`src/rtl/seven_seg_pkg.sv`:
```
// Shared definitions for the multiplexed seven-segment driver.
//   GLYPH_HEX   : hex glyph table, index = nibble value, bits {g,f,e,d,c,b,a}
//   GLYPH_BLANK : glyph with every segment dark
//   seg_pol     : maps a "1 = lit" segment vector onto the pin polarity
//   dp_pol      : same mapping for the single decimal-point pin
package seven_seg_pkg;

  localparam logic [6:0] GLYPH_BLANK = 7'h00;

  // Entry 15 is leftmost, so GLYPH_HEX[v] yields the glyph for nibble v.
  localparam logic [15:0][6:0] GLYPH_HEX = {
    7'h71, 7'h79, 7'h5E, 7'h39, 7'h7C, 7'h77, 7'h6F, 7'h7F,
    7'h07, 7'h7D, 7'h6D, 7'h66, 7'h4F, 7'h5B, 7'h06, 7'h3F
  };

  function automatic logic [6:0] seg_pol(input logic [6:0] lit, input logic act_lo);
    seg_pol = act_lo ? ~lit : lit;
  endfunction

  function automatic logic dp_pol(input logic lit, input logic act_lo);
    dp_pol = act_lo ? ~lit : lit;
  endfunction

endpackage

```
`src/rtl/seven_seg_scan_timer.sv`:
```
// Scan timing for the seven-segment multiplexer.
// A free-running DIV_BITS divider defines one scan slot; at the last cycle
// of each slot the digit index advances, wrapping DIGITS-1 -> 0.
// Ports:
//   clk, rst       clock, asynchronous active-high reset
//   idx_o          digit currently being scanned
//   wrap_o         last cycle of the last slot of a frame
//   phase_o        top PWM_BITS of the divider (PWM phase within the slot)
//   slot_live_o    divider has passed the anti-ghost blanking window
module seven_seg_scan_timer
  import seven_seg_pkg::*;
#(
  parameter int DIGITS    = 4,
  parameter int DIV_BITS  = 10,
  parameter int PWM_BITS  = 3,
  parameter int BLANK_CYC = 4,
  parameter int IDX_W     = 2
) (
  input  logic                clk,
  input  logic                rst,
  output logic [IDX_W-1:0]    idx_o,
  output logic                wrap_o,
  output logic [PWM_BITS-1:0] phase_o,
  output logic                slot_live_o
);

  localparam logic [DIV_BITS-1:0] DIV_MAX   = {DIV_BITS{1'b1}};
  localparam logic [DIV_BITS-1:0] BLANK_LIM = DIV_BITS'(BLANK_CYC);
  localparam logic [IDX_W-1:0]    IDX_LAST  = IDX_W'(DIGITS - 1);

  logic [DIV_BITS-1:0] div_q, div_d;
  logic [IDX_W-1:0]    idx_q, idx_d;
  logic                tick_s;

  assign tick_s      = (div_q == DIV_MAX);
  assign wrap_o      = tick_s && (idx_q == IDX_LAST);
  assign idx_o       = idx_q;
  assign phase_o     = div_q[DIV_BITS-1 -: PWM_BITS];
  assign slot_live_o = (div_q >= BLANK_LIM);

  // Next-state for divider and digit index; explicit compare keeps
  // non-power-of-two digit counts wrapping correctly.
  always_comb begin
    div_d = div_q + DIV_BITS'(1);
    idx_d = idx_q;
    if (tick_s) begin
      if (idx_q == IDX_LAST) begin
        idx_d = {IDX_W{1'b0}};
      end else begin
        idx_d = idx_q + IDX_W'(1);
      end
    end else begin
      idx_d = idx_q;
    end
  end

  // Divider and index registers.
  always_ff @(posedge clk or posedge rst) begin
    if (rst) begin
      div_q <= {DIV_BITS{1'b0}};
      idx_q <= {IDX_W{1'b0}};
    end else begin
      div_q <= div_d;
      idx_q <= idx_d;
    end
  end

endmodule

```
`src/rtl/seven_seg_mux.sv`:
```
// Multiplexed N-digit hex display driver.
// Captures a screen word into a pending buffer, promotes it to the active
// buffer only at a frame boundary (so a frame never mixes two words), then
// scans one digit per slot with leading-zero blanking, per-digit decimal
// points, PWM brightness and a dark gap at the start of every slot.
// Ports:
//   clk, rst     clock, asynchronous active-high reset
//   din          hex word, digit 0 = din[3:0] (rightmost)
//   dp_in        decimal point per digit, 1 = lit
//   load         capture din/dp_in
//   lz_blank     suppress leading zeros (live)
//   brightness   PWM duty select (live)
//   seg, dp      segment and decimal-point pins
//   dig_en       one-hot digit select pins
//   frame_done   one-cycle pulse at each frame wrap
module seven_seg_mux
  import seven_seg_pkg::*;
#(
  parameter int DIGITS     = 4,
  parameter int DIV_BITS   = 10,
  parameter int PWM_BITS   = 3,
  parameter int BLANK_CYC  = 4,
  parameter int SEG_ACT_LO = 1,
  parameter int DIG_ACT_LO = 1
) (
  input  logic                  clk,
  input  logic                  rst,
  input  logic [4*DIGITS-1:0]   din,
  input  logic [DIGITS-1:0]     dp_in,
  input  logic                  load,
  input  logic                  lz_blank,
  input  logic [PWM_BITS-1:0]   brightness,
  output logic [6:0]            seg,
  output logic                  dp,
  output logic [DIGITS-1:0]     dig_en,
  output logic                  frame_done
);

  localparam int   IDX_W  = (DIGITS > 1) ? $clog2(DIGITS) : 1;
  localparam logic SEG_LO = (SEG_ACT_LO != 0);
  localparam logic DIG_LO = (DIG_ACT_LO != 0);
  localparam logic [6:0]        SEG_OFF = seg_pol(GLYPH_BLANK, SEG_LO);
  localparam logic              DP_OFF  = dp_pol(1'b0, SEG_LO);
  localparam logic [DIGITS-1:0] DIG_INV = {DIGITS{DIG_LO}};

  logic [IDX_W-1:0]    idx_s;
  logic                wrap_s;
  logic [PWM_BITS-1:0] phase_s;
  logic                slot_live_s;

  seven_seg_scan_timer #(
    .DIGITS    (DIGITS),
    .DIV_BITS  (DIV_BITS),
    .PWM_BITS  (PWM_BITS),
    .BLANK_CYC (BLANK_CYC),
    .IDX_W     (IDX_W)
  ) u_timer (
    .clk         (clk),
    .rst         (rst),
    .idx_o       (idx_s),
    .wrap_o      (wrap_s),
    .phase_o     (phase_s),
    .slot_live_o (slot_live_s)
  );

  logic [4*DIGITS-1:0] pend_din_q, pend_din_d, act_din_q, act_din_d;
  logic [DIGITS-1:0]   pend_dp_q, pend_dp_d, act_dp_q, act_dp_d;
  logic                pend_vld_q, pend_vld_d;

  // Double buffer: loads land in pending; the frame wrap promotes pending,
  // or a load coinciding with the wrap goes straight to active.
  always_comb begin
    pend_din_d = pend_din_q;
    pend_dp_d  = pend_dp_q;
    pend_vld_d = pend_vld_q;
    act_din_d  = act_din_q;
    act_dp_d   = act_dp_q;
    if (wrap_s) begin
      if (load) begin
        act_din_d  = din;
        act_dp_d   = dp_in;
        pend_vld_d = 1'b0;
      end else if (pend_vld_q) begin
        act_din_d  = pend_din_q;
        act_dp_d   = pend_dp_q;
        pend_vld_d = 1'b0;
      end else begin
        pend_vld_d = 1'b0;
      end
    end else if (load) begin
      pend_din_d = din;
      pend_dp_d  = dp_in;
      pend_vld_d = 1'b1;
    end else begin
      pend_vld_d = pend_vld_q;
    end
  end

  logic [DIGITS-1:0] blank_s;
  logic              zero_run_s;

  // Leading-zero mask: walk from the most significant digit down while the
  // nibbles stay zero; digit 0 is never blanked.
  always_comb begin
    blank_s    = {DIGITS{1'b0}};
    zero_run_s = 1'b1;
    for (int k = DIGITS - 1; k >= 0; k--) begin
      zero_run_s = zero_run_s && (act_din_q[4*k +: 4] == 4'h0);
      blank_s[k] = lz_blank && zero_run_s && (k != 0);
    end
  end

  logic              en_s;
  logic [3:0]        sel_nib_s;
  logic              sel_dp_s;
  logic              sel_blank_s;
  logic [DIGITS-1:0] dig_lit_s;
  logic [6:0]        seg_lit_s;
  logic [6:0]        seg_d;
  logic              dp_d;
  logic [DIGITS-1:0] dig_d;

  assign en_s = slot_live_s && (phase_s <= brightness);

  // Glyph/digit select for the scanned index, gated by PWM and slot blanking.
  always_comb begin
    sel_nib_s   = 4'h0;
    sel_dp_s    = 1'b0;
    sel_blank_s = 1'b0;
    dig_lit_s   = {DIGITS{1'b0}};
    for (int k = 0; k < DIGITS; k++) begin
      if (idx_s == IDX_W'(k)) begin
        sel_nib_s    = act_din_q[4*k +: 4];
        sel_dp_s     = act_dp_q[k];
        sel_blank_s  = blank_s[k];
        dig_lit_s[k] = en_s;
      end else begin
        dig_lit_s[k] = 1'b0;
      end
    end
    seg_lit_s = sel_blank_s ? GLYPH_BLANK : GLYPH_HEX[sel_nib_s];
    seg_d     = seg_pol(seg_lit_s, SEG_LO);
    dp_d      = dp_pol(sel_dp_s, SEG_LO);
    dig_d     = dig_lit_s ^ DIG_INV;
  end

  logic [6:0]        seg_q;
  logic              dp_q;
  logic [DIGITS-1:0] dig_q;
  logic              frame_done_q;

  // Buffers and registered pin drivers.
  always_ff @(posedge clk or posedge rst) begin
    if (rst) begin
      pend_din_q   <= {(4*DIGITS){1'b0}};
      pend_dp_q    <= {DIGITS{1'b0}};
      pend_vld_q   <= 1'b0;
      act_din_q    <= {(4*DIGITS){1'b0}};
      act_dp_q     <= {DIGITS{1'b0}};
      seg_q        <= SEG_OFF;
      dp_q         <= DP_OFF;
      dig_q        <= DIG_INV;
      frame_done_q <= 1'b0;
    end else begin
      pend_din_q   <= pend_din_d;
      pend_dp_q    <= pend_dp_d;
      pend_vld_q   <= pend_vld_d;
      act_din_q    <= act_din_d;
      act_dp_q     <= act_dp_d;
      seg_q        <= seg_d;
      dp_q         <= dp_d;
      dig_q        <= dig_d;
      frame_done_q <= wrap_s;
    end
  end

  assign seg        = seg_q;
  assign dp         = dp_q;
  assign dig_en     = dig_q;
  assign frame_done = frame_done_q;

endmodule

```
`config.mk`:
```
export PLATFORM = sky130hd
export DESIGN_NAME = seven_seg_mux
export DESIGN_NICKNAME = d
export VERILOG_FILES = /design/src/rtl/seven_seg_pkg.sv /design/src/rtl/seven_seg_scan_timer.sv /design/src/rtl/seven_seg_mux.sv
export SDC_FILE = /design/constraint.sdc
export NUM_CORES = 1
export LEC_CHECK = 0
export CAP_MARGIN = 40
export CORE_MARGIN = 1.5
export CORE_UTILIZATION = 50
export CTS_CLUSTER_DIAMETER = 200
export CTS_CLUSTER_SIZE = 16
export DETAILED_ROUTE_END_ITERATION = 7
export GPL_TIMING_DRIVEN = 0
export PLACE_DENSITY = 0.73
export SYNTH_ARGS = -nofsm -noshare
export SYNTH_HDL_FRONTEND = slang
export SYNTH_SLANG_ARGS = --single-unit
```
`constraint.sdc`:
```
create_clock -name clk -period 4.8 [get_ports clk]
set_input_delay 0.96 -clock clk [delete_from_list [all_inputs] [get_ports clk]]
set_output_delay 0.96 -clock clk [all_outputs]
set_load 0.005 [all_outputs]
```
After elaboration in Yosys (flattened, before gate mapping)
Memory sizes are Yosys's and may differ from the RTL's.
Cells that the tools add are included.
- flip-flop bits (word level): 66
- bits in latches: 0
- RAM bits: 0
- ROM bits: 112
- bits of input ports: 27
- word-level logic and storage cells: 64
- memories: 1
- add/sub/neg operators: 2
- multipliers: 0
- divide/modulo/power cells: 0
- order comparisons: 3
- equality and inequality tests: 4
- shifts and indexed selects: 0
- mux-type cells: 24
- bitwise operators: 4
- reductions and logical operators: 15
- memory list (memory ; depth ; width ; read ports ; clocked after memory_dff ; write ports ; line ; source):
    (name not given) ; 16 ; 7 ; 1 ; 0 ; 0 ; seven_seg_mux.sv:141 ; seg_lit_s = sel_blank_s ? GLYPH_BLANK : GLYPH_HEX[sel_nib_s];
- operators with widths (operator ; count):
    16-bit two-way mux ; 2
    4-bit two-way mux ; 6
    7-bit two-way mux ; 2
    1-bit two-way mux ; 13
    4-bit zero test ; 3
    10-bit by 1-bit adder with 10-bit output (second input constant) ; 1
    10-bit equality test (second input constant) ; 1
    10-bit by 3-bit >= comparator with 1-bit output (second input constant) ; 1
    1-bit logical AND ; 7
    7-bit inverter ; 1
    4-bit by 5-bit < comparator with 1-bit output (second input constant) ; 1
    2-bit equality test (second input constant) ; 2
    4-bit inverter ; 1
    2-bit AND reduction ; 2
    2-bit nonzero test ; 2
    3-bit <= comparator ; 1
    2-bit by 1-bit adder with 2-bit output (second input constant) ; 1
    2-bit by 1-bit equality test with 1-bit output (second input constant) ; 1
    2-bit zero test ; 1
    2-bit two-way mux ; 1
    1-bit inverter ; 2

Longest topological paths before layout
- word-level depth: 9
- depth in mapped cells: 11
- depth with buffers taken out: 10

Hierarchy
From an unflattened synthesis, not the netlist that was laid out.
- cells, all modules: 266
- area total of the unflattened synthesis: 3209.3 um^2
- by module, submodules not included (module ; times used ; cells an instance ; area each (um^2)):
    seven_seg_mux ; 1 ; 216 ; 2638.8
    seven_seg_scan_timer ; 1 ; 50 ; 570.5

Worst setup path after synthesis
Ideal clock, no wire load.
- path type: register to register
- from: register u_timer.idx_q[0], in the netlist u_timer.idx_o[0]
- to: register seg_q[5], in the netlist seg[5]
- arrival: 1.995 ns
- data required time: 4.710 ns
- setup slack: 2.715 ns
- stages on the path, launching flop included: 11
- buffers on the path: 0
- period minus slack after synthesis: 2.085 ns
- cell sequence: dfrtp_1 inv_1 ha_1 nor2_2 o211ai_1 o211ai_2 inv_1 ha_1 and2_1 o21ai_1 o211ai_1
- word-level cells in the longest chain between the ends: 9
- elaborated cells on any way between the ends: 15
- RTL lines (element ; line ; source):
    start, declared ; seven_seg_scan_timer.sv:32 ; logic [IDX_W-1:0] idx_q, idx_d;
    start signal, assigned ; seven_seg_scan_timer.sv:61 ; idx_q <= {IDX_W{1'b0}};
    start signal, assigned ; seven_seg_scan_timer.sv:64 ; idx_q <= idx_d;
    2-bit zero test ; seven_seg_mux.sv:132 ; if (idx_s == IDX_W'(k)) begin
    4-bit two-way mux (4 in a row) ; seven_seg_mux.sv:132 ;
    memory 16 x 7 bit ; n/a ;
    7-bit two-way mux (implied by the code) ; seven_seg_mux.sv:141 ;
    7-bit two-way mux (*) ; seven_seg_mux.sv:141 ;
    7-bit inverter (*) ; seven_seg_pkg.sv:17 ; seg_pol = act_lo ? ~lit : lit;
    via seg_d[5] ; seven_seg_mux.sv:119 ; logic [6:0] seg_d;
    end signal, assigned ; seven_seg_mux.sv:170 ; seg_q <= seg_d;
    end, declared ; seven_seg_mux.sv:147 ; logic [6:0] seg_q;
The timed path passes the listed nets; every way through them passes the cells marked *. The select of a mux whose other input is x is not followed.
A chain may end at the register's enable or synchronous reset.

Worst setup path in the final report
- from: register u_timer.idx_q[0], in the netlist u_timer.idx_o[0]
- to: register seg_q[4], in the netlist seg[4]
Same word-level chain as after synthesis.

==> metrics.txt <==
Cell Rows=29; Clock Power Share=0.378; largest net degree at the start of global routing=38; Synth area leaders=dfrtp_1 41%, dfstp_2 9.6%, mux2i_1 6.7%; synthesized net count=325; Hold Path Depth=1; CTS tree=done; Routed WL=just over 6000 µm; I/O pins=40; wl on met1=2830 µm; combinational group share of total power=0.117; # setup viols final=0; DR top layer=met4; Post-synth EDFFs=0; crit end category=flip-flop; clk sinks=66; routability cong.=approximately 0.80; first-pass GRT wire length=10,900 µm; vias in the first global route=2,321; area share of the largest cell type after synthesis=0.412; fin crit share=0.526; Sw Pwr=303 µW; RSZ-0062 raised after global routing=no; Hold Crit Class=flip-flop to flip-flop; postcts setup bufs=0; most frequently used flop master after synthesis=dfrtp_1; worst skew pair latency=0.35 ns; Crit Reg-Reg Endpoint=seg[4]; Ys Warns=0; TNS Setup=0 ns; H-tree levels=3; Net Sw Frac=0.249; vias per std cell=5.32; Distinct cells, synth=50; die width=around 84 µm; post-synthesis cell count=~280; Reg2Reg Setup Slack=around 2.3 ns; cts repair resizes=0; fillers=524; layout cells sized above 1=0.216; commonest non-fill, non-tap cell in the layout=dfrtp_1; r2r worst-path depth=10; ANT cells=0; status=completed; Vias=~2,200; Final ANT Viol Nets=0; IO buf count=38; crit-path max FO=10; Cell Area, Placed=0.00378 mm²; most frequent cells in the layout=54 x dfrtp_1, 38 x clkdlybuf4s50_1, 27 x nor2_1, 25 x a21oi_1, 22 x mux2i_1; initial antenna violation count=0; worst r2r src=u_timer.idx_o[0]; Critical Path Source=u_timer.idx_o[0]; Final Cell Area=0.00397 mm²; nets@finish=375; Seq/Total Area, Yosys=0.508; CTS root buf=clkbuf_8; met2 wire length=just under 3000 µm; max-cap violations=0; final number of hold-violating endpoints=0; CTS max path bufs=2; hold_buf cts=0; Total GRT Usage=0.199; crit start category=flip-flop; largest area contributor in the netlist=dfrtp_1; f_max=between 0.3 and 0.4 GHz; Pwr Total=1.22 mW; clk_skew=0.00830 ns; pwr dens=306 mW/mm²; die footprint=0.00706 mm²; Slew Limit Fails=0; routed length on met3=181 µm; Required @ worst endpoint=5.08 ns; Die H=roughly 84 µm; slew at the pin with the worst max-slew slack=0.749 ns; syn_area_per_cell=11.6 µm²; Num CTS Buffers=9; drt pass-1 iters=4; DRC Markers=0; LEAKAGE=1.76 nW; starting density of the core=0.517; area grow syn2layout=21.0%; maximum VDD drop=0.000265 V; initial detailed-routing violation count=99; hold path start=act_dp_q[3]; wire per inst=between 10 and 15 µm; fin crit period=2.52 ns; Congestion Overflow GR=0; WP data arrival=2.81 ns; Async SR Flop Fraction=1.00; internal power=~900 µW; sequential fraction of design power=0.504; Synth Cell Area=0.00328 mm²; relative slew slack=0.500; critical path type=flip-flop to flip-flop; clk slew on worst S/H paths=0.08 ns; HPWL after detailed placement=4360 µm; Yosys reg bits=66; Min-Delay Endpoint=dp; core area=0.00635 mm²
[cell usage after synthesis, types with 2 or more instances]
cell / instances
o21ai_0: 2
buf_2: 3
nand2_1: 17
nand2b_1: 2
a311oi_4: 2
clkbuf_1: 2
a21oi_1: 25
o21ai_1: 2
mux2i_1: 22
o211ai_1: 3
xnor2_1: 7
and3_1: 2
o22ai_1: 2
nor3b_2: 2
dfrtp_1: 54
ha_1: 15
nor2_1: 27
nand3b_1: 4
a31oi_1: 2
inv_1: 13
a21o_1: 3
nor4_1: 4
mux2_2: 19
nor2b_1: 2
dfstp_2: 12
buf_4: 4
nor2_2: 2
nand4_1: 3
nand3_1: 4
mux2_1: 2
[routing by layer]
layer,GRT usage,vias up
met5,0,-
met4,0.0969,0
met3,0.0485,10
met1,0.254,1061
li1,-,1097
met2,0.319,39
[sequential cells by signal (all words and copies together), names as in the netlist, 2 cells and up]
| register | cells |
|---|---|
| act_din_q | 16 |
| act_dp_q | 4 |
| dig_en | 4 |
| pend_din_q | 16 |
| pend_dp_q | 4 |
| seg | 7 |
| u_timer.div_q | 10 |
| u_timer.idx_o | 2 |
[critical path, cell delays in order, from the launching register on]
cell and delay, ns:
dfrtp_1 0.42, ha_1 0.33, buf_6 0.19, nand2b_1 0.15, o22ai_1 0.08, a31oi_1 0.46
inv_1 0.19, ha_1 0.28, nand2_1 0.09, o21ai_0 0.09, a21o_1 0.19
[stage by stage]
step                hold WS [ns]  setup WS [ns]   util  instances
finish                     0.429           2.28  0.626        415
global route               0.464           2.05  0.626        415
detailed placement         0.420           2.19  0.595        399
floorplan                  0.384           2.21      -        283
global placement           0.413           1.10  0.592        398
CTS                        0.430           2.29  0.626        415
[power by group through the flow]
stage / Clock (mW) / Sequential [mW] / Combinational, mW
after floorplan: 0 / 0.621 / 0.0867
after global placement: 0 / 0.623 / 0.139
after detailed placement: 0 / 0.624 / 0.145
after CTS: 0.472 / 0.614 / 0.145
after global routing: 0.498 / 0.618 / 0.160
final: 0.461 / 0.614 / 0.143
[logic make-up after synthesis]
kind of cell / count (synthesis) / share of synthesized area
AOI/OAI and AO/OA: 50 / 0.114
DFF: 66 / 0.508
buffers and inverters: 24 / 0.0355
muxes: 43 / 0.139
adders and majority gates: 15 / 0.0572
and+or+nand+nor: 77 / 0.125
xor gates and xnor gates: 8 / 0.0214
[worst max path at each step]
stage | end | slack [ns]
floorplan | act_din_q[0] | 2.21
global placement | pend_din_q[13] | 1.10
detailed placement | dig_en[3] | 2.19
CTS | seg[4] | 2.29
global route | seg[5] | 2.05
finish | seg[4] | 2.28
[area by class of cell]
class,count,area [µm²],share of cell area
tap,77,96.3,0.0243
buffer,11,67.6,0.0170
sequential,66,1670,0.420
timing repair buffer,39,400,0.101
clock buffer,9,124,0.0312
clock inverter,7,70.1,0.0176
inverter,13,48.8,0.0123
multi-input combinational,193,1500,0.377
Power figures use the tool's default switching activity.
